<file path="config.mk">
export PLATFORM = sky130hd
export DESIGN_NAME = seq_collect_replay
export DESIGN_NICKNAME = d
export VERILOG_FILES = /design/src/rtl/seq_collect_pkg.sv /design/src/rtl/seq_reduce_acc.sv /design/src/rtl/seq_collect_replay.sv
export SDC_FILE = /design/constraint.sdc
export NUM_CORES = 1
export LEC_CHECK = 0
export CORE_MARGIN = 4
export CORE_UTILIZATION = 55
export DETAILED_ROUTE_END_ITERATION = 8
export GPL_ROUTABILITY_DRIVEN = 0
export GPL_TIMING_DRIVEN = 0
export PLACE_DENSITY = 0.75
export REMOVE_ABC_BUFFERS = 1
export SLEW_MARGIN = 25
export SYNTH_ARGS = -nofsm -noshare
export SYNTH_HDL_FRONTEND = slang
export SYNTH_SLANG_ARGS = --single-unit
</file>
<file path="constraint.sdc">
create_clock -name CLK -period 3.19 [get_ports CLK]
set_input_delay 0.7975 -clock CLK [delete_from_list [all_inputs] [get_ports CLK]]
set_output_delay 0.7975 -clock CLK [all_outputs]
set_load 0.01 [all_outputs]
</file>
<file path="src/rtl/seq_collect_pkg.sv">
// seq_collect_pkg: shared types and helpers for the sample collector/replayer.
//   state_t   : controller states (IDLE -> READ -> OUTPUT -> IDLE)
//   MODE_REV  : MODE bit index selecting reverse replay order
//   MODE_MAX  : MODE bit index selecting max (1) instead of sum (0) reduction
//   clog2()   : ceil(log2(v)), used to size counters from parameters
package seq_collect_pkg;

    typedef enum logic [1:0] {
        IDLE,
        READ,
        OUTPUT
    } state_t;

    localparam int MODE_REV = 0;
    localparam int MODE_MAX = 1;

    function automatic int clog2(input int v);
        int r;
        r = 0;
        while ((1 << r) < v) r++;
        return r;
    endfunction

endpackage

</file>
<file path="src/rtl/seq_reduce_acc.sv">
// seq_reduce_acc: running reduction register (sum or max) over unsigned samples.
//   CLK, RST   : clock, synchronous active-high reset (clears acc)
//   ld_i       : load acc with din_i (first sample of a packet)
//   en_i       : fold din_i into acc (sum or max per max_sel_i)
//   max_sel_i  : 1 = max, 0 = sum
//   din_i      : sample, DATA_W bits
//   acc_o      : accumulated result, OUT_W bits (wide enough that sum never wraps)
module seq_reduce_acc #(
    parameter int DATA_W = 3,
    parameter int OUT_W  = 7
) (
    input  logic              CLK,
    input  logic              RST,
    input  logic              ld_i,
    input  logic              en_i,
    input  logic              max_sel_i,
    input  logic [DATA_W-1:0] din_i,
    output logic [OUT_W-1:0]  acc_o
);

    logic [OUT_W-1:0] acc_q;
    logic [OUT_W-1:0] din_ext;

    assign din_ext = OUT_W'(din_i);
    assign acc_o   = acc_q;

    always_ff @(posedge CLK) begin
        if (RST) begin
            acc_q <= '0;
        end else if (ld_i) begin
            acc_q <= din_ext;
        end else if (en_i) begin
            if (max_sel_i) acc_q <= (din_ext > acc_q) ? din_ext : acc_q;
            else           acc_q <= acc_q + din_ext;
        end
    end

endmodule

</file>
<file path="src/rtl/seq_collect_replay.sv">
// seq_collect_replay: captures a burst of up to DEPTH samples while IN_VALID is
// high, then replays them forward or reversed, followed by one reduction beat.
//   CLK, RST   : clock, synchronous active-high reset
//   IN_VALID   : sample strobe; a packet is a contiguous run of high cycles
//   IN_DATA    : unsigned sample
//   MODE       : bit MODE_REV = reverse replay, bit MODE_MAX = max reduction;
//                latched on the first beat of a packet
//   IN_READY   : low while replaying (input is ignored then)
//   OUT        : replayed sample (zero-extended) or reduction; 0 when idle
//   OUT_VALID  : output beat strobe, high for count+1 consecutive cycles
//   OUT_LAST   : marks the reduction beat
//   OUT_OVF    : on the reduction beat, set if any beat of the packet was dropped
module seq_collect_replay
    import seq_collect_pkg::*;
#(
    parameter  int DATA_W = 3,
    parameter  int DEPTH  = 8,
    localparam int CNT_W  = clog2(DEPTH + 1),
    localparam int OUT_W  = DATA_W + CNT_W
) (
    input  logic              CLK,
    input  logic              RST,
    input  logic              IN_VALID,
    input  logic [DATA_W-1:0] IN_DATA,
    input  logic [1:0]        MODE,
    output logic              IN_READY,
    output logic [OUT_W-1:0]  OUT,
    output logic              OUT_VALID,
    output logic              OUT_LAST,
    output logic              OUT_OVF
);

    localparam int AW    = (DEPTH > 1) ? clog2(DEPTH) : 1;
    // Replay index runs 0..count+1 (data beats, reduction beat, exit), so it
    // needs one bit more than the stored count.
    localparam int IDX_W = CNT_W + 1;

    state_t             state_q, state_d;
    logic [CNT_W-1:0]   cnt_q, cnt_d;
    logic [IDX_W-1:0]   idx_q, idx_d;
    logic [1:0]         mode_q, mode_d;
    logic               ovf_q, ovf_d;
    logic [OUT_W-1:0]   out_q, out_d;
    logic               ov_q, ov_d;
    logic               ol_q, ol_d;
    logic               oo_q, oo_d;

    logic [DATA_W-1:0]  mem_q [DEPTH];
    logic               we;
    logic [AW-1:0]      waddr;
    logic [AW-1:0]      raddr;
    logic               acc_ld, acc_en;
    logic [OUT_W-1:0]   acc;

    seq_reduce_acc #(
        .DATA_W (DATA_W),
        .OUT_W  (OUT_W)
    ) u_acc (
        .CLK       (CLK),
        .RST       (RST),
        .ld_i      (acc_ld),
        .en_i      (acc_en),
        .max_sel_i (mode_q[MODE_MAX]),
        .din_i     (IN_DATA),
        .acc_o     (acc)
    );

    // Reverse order reads slot[count-1-i]; modular arithmetic in AW bits is
    // exact because the result is always a valid slot index.
    assign raddr = mode_q[MODE_REV] ? (AW'(cnt_q) - AW'(idx_q) - AW'(1)) : AW'(idx_q);

    assign IN_READY  = (state_q != OUTPUT);
    assign OUT       = out_q;
    assign OUT_VALID = ov_q;
    assign OUT_LAST  = ol_q;
    assign OUT_OVF   = oo_q;

    always_comb begin
        state_d = state_q;
        cnt_d   = cnt_q;
        idx_d   = idx_q;
        mode_d  = mode_q;
        ovf_d   = ovf_q;
        out_d   = '0;
        ov_d    = 1'b0;
        ol_d    = 1'b0;
        oo_d    = 1'b0;
        we      = 1'b0;
        waddr   = '0;
        acc_ld  = 1'b0;
        acc_en  = 1'b0;
        unique case (state_q)
            IDLE: begin
                if (IN_VALID) begin
                    we      = 1'b1;
                    mode_d  = MODE;
                    cnt_d   = CNT_W'(1);
                    acc_ld  = 1'b1;
                    ovf_d   = 1'b0;
                    state_d = READ;
                end
            end
            READ: begin
                if (IN_VALID) begin
                    if (cnt_q < CNT_W'(DEPTH)) begin
                        we     = 1'b1;
                        waddr  = AW'(cnt_q);
                        cnt_d  = cnt_q + CNT_W'(1);
                        acc_en = 1'b1;
                    end else begin
                        ovf_d  = 1'b1;
                    end
                end else begin
                    idx_d   = '0;
                    state_d = OUTPUT;
                end
            end
            OUTPUT: begin
                if (idx_q < {1'b0, cnt_q}) begin
                    out_d = OUT_W'(mem_q[raddr]);
                    ov_d  = 1'b1;
                    idx_d = idx_q + IDX_W'(1);
                end else if (idx_q == {1'b0, cnt_q}) begin
                    out_d = acc;
                    ov_d  = 1'b1;
                    ol_d  = 1'b1;
                    oo_d  = ovf_q;
                    idx_d = idx_q + IDX_W'(1);
                end else begin
                    // Outputs fall to their zero defaults on this edge.
                    state_d = IDLE;
                end
            end
            default: state_d = IDLE;
        endcase
    end

    always_ff @(posedge CLK) begin
        if (RST) begin
            state_q <= IDLE;
            cnt_q   <= '0;
            idx_q   <= '0;
            mode_q  <= '0;
            ovf_q   <= 1'b0;
            out_q   <= '0;
            ov_q    <= 1'b0;
            ol_q    <= 1'b0;
            oo_q    <= 1'b0;
        end else begin
            state_q <= state_d;
            cnt_q   <= cnt_d;
            idx_q   <= idx_d;
            mode_q  <= mode_d;
            ovf_q   <= ovf_d;
            out_q   <= out_d;
            ov_q    <= ov_d;
            ol_q    <= ol_d;
            oo_q    <= oo_d;
        end
    end

    // Sample storage carries no reset; contents are only read after being written.
    always_ff @(posedge CLK) begin
        if (we && !RST) mem_q[waddr] <= IN_DATA;
    end

endmodule

</file>
==> impl_metrics.tcl <==
set metrics [dict create \
    fp.dieH_microns 78.8 \
    holdCritPathClass "flip-flop to flip-flop" \
    dp_hpwl_mm 4.00 \
    syn_area_sq_um 2760 \
    grt_usage_pct 19.5 \
    clkTransAtPathRegs_ps 100 \
    syn_inst 280 \
    antenna_left 0 \
    start_util_pct 57.6 \
    critical_path_class "input port to flip-flop" \
    max_slew.worst_pin.slew_ps 862 \
    final_nets 318 \
    htreeDepth 2 \
    clock-root-buffer "clkbuf_8" \
    grt_pass1_vias 1946 \
    antennaDiodeCount 0 \
    cts_setup_buffers 0 \
    fin_ws_ps 391 \
    crit_slowest_cell "nor4bb_2" \
    crit_family "simple AND/OR/NAND/NOR gates" \
    maxSlewHeadroom_pct 41.7 \
    routed_wl_mm 5.34 \
    timing.final.crit_share_pct 87.7 \
    grt_use_met2_pct 31.7 \
    worstHoldStart "ovf_q" \
    die-width_microns 78.8 \
    max_freq_ghz 0.357 \
    grt_max_degree 20 \
    cts_buffers 5 \
    io_pins 19 \
    synth_edf_count 24 \
    worst_ep_arrival_time_ps 2760 \
    power.density_nw_per_um2 424 \
    cp_slowest_stage_delay_ps 790 \
    vias 2020 \
    core_region_area_sq_um 4790 \
    cp_num_buf_inv 1 \
    cts_tree "yes" \
    cts.sinks 55 \
    grt_overflow_total 0 \
    fin_crit_ps 2800 \
    post_drt_wl_per_cell_microns 14.7 \
    worstPathCellList "clkdlybuf4s50_1, nor4bb_2, nand2_1, nor3_1" \
    grt_antenna_before_repair 0 \
    synth_xor_area_share_pct 1.91 \
    clk_latency_ps 310 \
    path_max_fanout 10 \
    synth.distinct_cells 53 \
    busiest_layer "met2" \
    dr.pass1.iters 4 \
    synth_seq_cells 55 \
    end_kind "flip-flop" \
    ctsResizeCount 0 \
    yosysSeqAreaShare_pct 48.7 \
    first_iter_violations 142 \
    rsz0062_at_grt "no" \
    final_common_cell "nor2_1" \
    synth_top_cell_by_area "edfxtp_1" \
    synthTopCellsByArea "edfxtp_1 (26%), dfxtp_1 (23%), ha_1 (5.9%)" \
    startpoint "IN_VALID" \
    run_status "complete, no violations" \
    clockBufferDepth 2 \
    syn2layout_area_growth_pct 11.0 \
    io_buffers 18 \
    dieArea_sq_um 6210 \
    drc_errors 0 \
    dp_slack_ps 63.7 \
    hold_viol 0 \
    synthAdderAreaFrac_pct 7.36 \
    fin_skew_ps 8.85 \
    synth_ff_type "dfxtp_1" \
    slew_viol_final 0 \
    critPathLaunchType "input port" \
    r2r-start "idx_q[0]" \
    drive_gt1_share_pct 6.08 \
    gr-usage-met3_pct 3.74 \
    syn_area_per_cell_sq_um 9.84 \
    utilization_pct 63.9 \
    setup_viol 0 \
    synth_top_family_by_area "simple AND/OR/NAND/NOR gates" \
    synth_compound_area_share_pct 17.3 \
    yosysWarnings 0 \
    required_ps 3150 \
    synthMuxAreaShare_pct 1.91 \
    viasPerCell 5.56 \
    final_cell_mix "nor2_1 (39), dfxtp_1 (31), edfxtp_1 (24)" \
    drv_cap 0 \
    hold_buffers 0 \
    synth_simple_gate_area_share_pct 18.5 \
    synthArstFlopShare_pct 0 \
    power_leakage_uw 0.00110 \
    synth_top_area_share_pct 26.2 \
    use_met1_pct 25.6 \
    rows 25 \
    irDropWorstVdd_mv 0.268 \
    grt_pass1_wl_mm 9.35 \
]
[power by group]
| group | internal, uW | leakage [uW] | switching, uW |
|---|---|---|---|
| sequential | 745 | 0.000468 | 17.6 |
| combinational | 65.0 | 0.000590 | 91.3 |
| clock | 158 | 0.0000454 | 221 |
[path summary, 6_finish.rpt]
check                endpoint  slack [ps]  cells past startpoint
hold reg to reg       OUT_OVF         470                      1
hold / removal        OUT_OVF         470                      1
setup / recovery  mem_q[5][0]         390                      4
setup reg to reg       OUT[2]         500                      7
[synthesized netlist by cell type, types with 2 or more instances]
cell type,instances
o21a_1,2
nor3b_1,2
a22o_1,5
edfxtp_1,24
o21ai_0,22
o211ai_1,2
ha_1,13
a211oi_1,2
nor2_1,39
clkbuf_1,3
buf_4,2
a31oi_1,5
buf_2,4
mux2_2,2
nor3_1,10
nand2_1,10
o22ai_1,7
a22oi_1,2
dfxtp_1,31
inv_1,16
xor2_1,4
nor2b_1,5
mux2i_1,3
nand2b_1,7
fa_1,2
or4_1,2
a221o_1,2
o211a_1,2
nand3_1,8
a21oi_1,13
xnor2_1,2
and2_1,6
[worst reg2reg max path, stage by stage, from the launching register on]
cell and delay, ps:
dfxtp_1 580, inv_1 230, ha_1 510, inv_2 120, or3_4 420, nor3b_4 450, and2_1 220, a221o_1 110
[sequential cells by signal, summed over array words and instances, names as in the netlist]
name / cells
OUT_OVF: 1
cnt_q: 4
OUT: 7
mem_q: 24
state_q: 2
ovf_q: 1
OUT_LAST: 1
mode_q: 2
OUT_VALID: 1
idx_q: 5
u_acc.acc_o: 7
[metrics by stage]
stage               instances  instance area, sq um  power, uW  hold slack [ps]  TNS (ps)
floorplan                 270                  2700        882              431         0
CTS                       363                  3060       1310              475         0
global placement          355                  2960        931              451     -3010
finish                    363                  3060       1300              465         0
detailed placement        355                  2970        934              442         0
global route              363                  3060       1370              504         0
[layer usage]
metal	up-vias	share of wire [%]
met5	-	0
met4	0	1.8
met3	8	3.7
met2	32	49
met1	945	46
li1	1035	-
[logic make-up (layout without fill, tap and decap cells)]
family / after synthesis / count (layout)
adders and majority gates: 15 / 15
muxes: 5 / 5
AOI/OAI and AO/OA: 73 / 73
xor gates and xnor gates: 6 / 6
DFF: 55 / 55
and+or+nand+nor: 99 / 99
buffers and inverters: 27 / 43
[area by class of cell]
class | instances | area (sq um)
Clock buffer | 6 | 72.6
Clock inverter | 2 | 17.5
Fill cell | 404 | 1730
Inverter | 17 | 63.8
Multi-Input combinational cell | 198 | 1300
Sequential cell | 55 | 1340
Tap cell | 67 | 83.8
Timing Repair Buffer | 18 | 180
(Power assumes the default switching activity.)
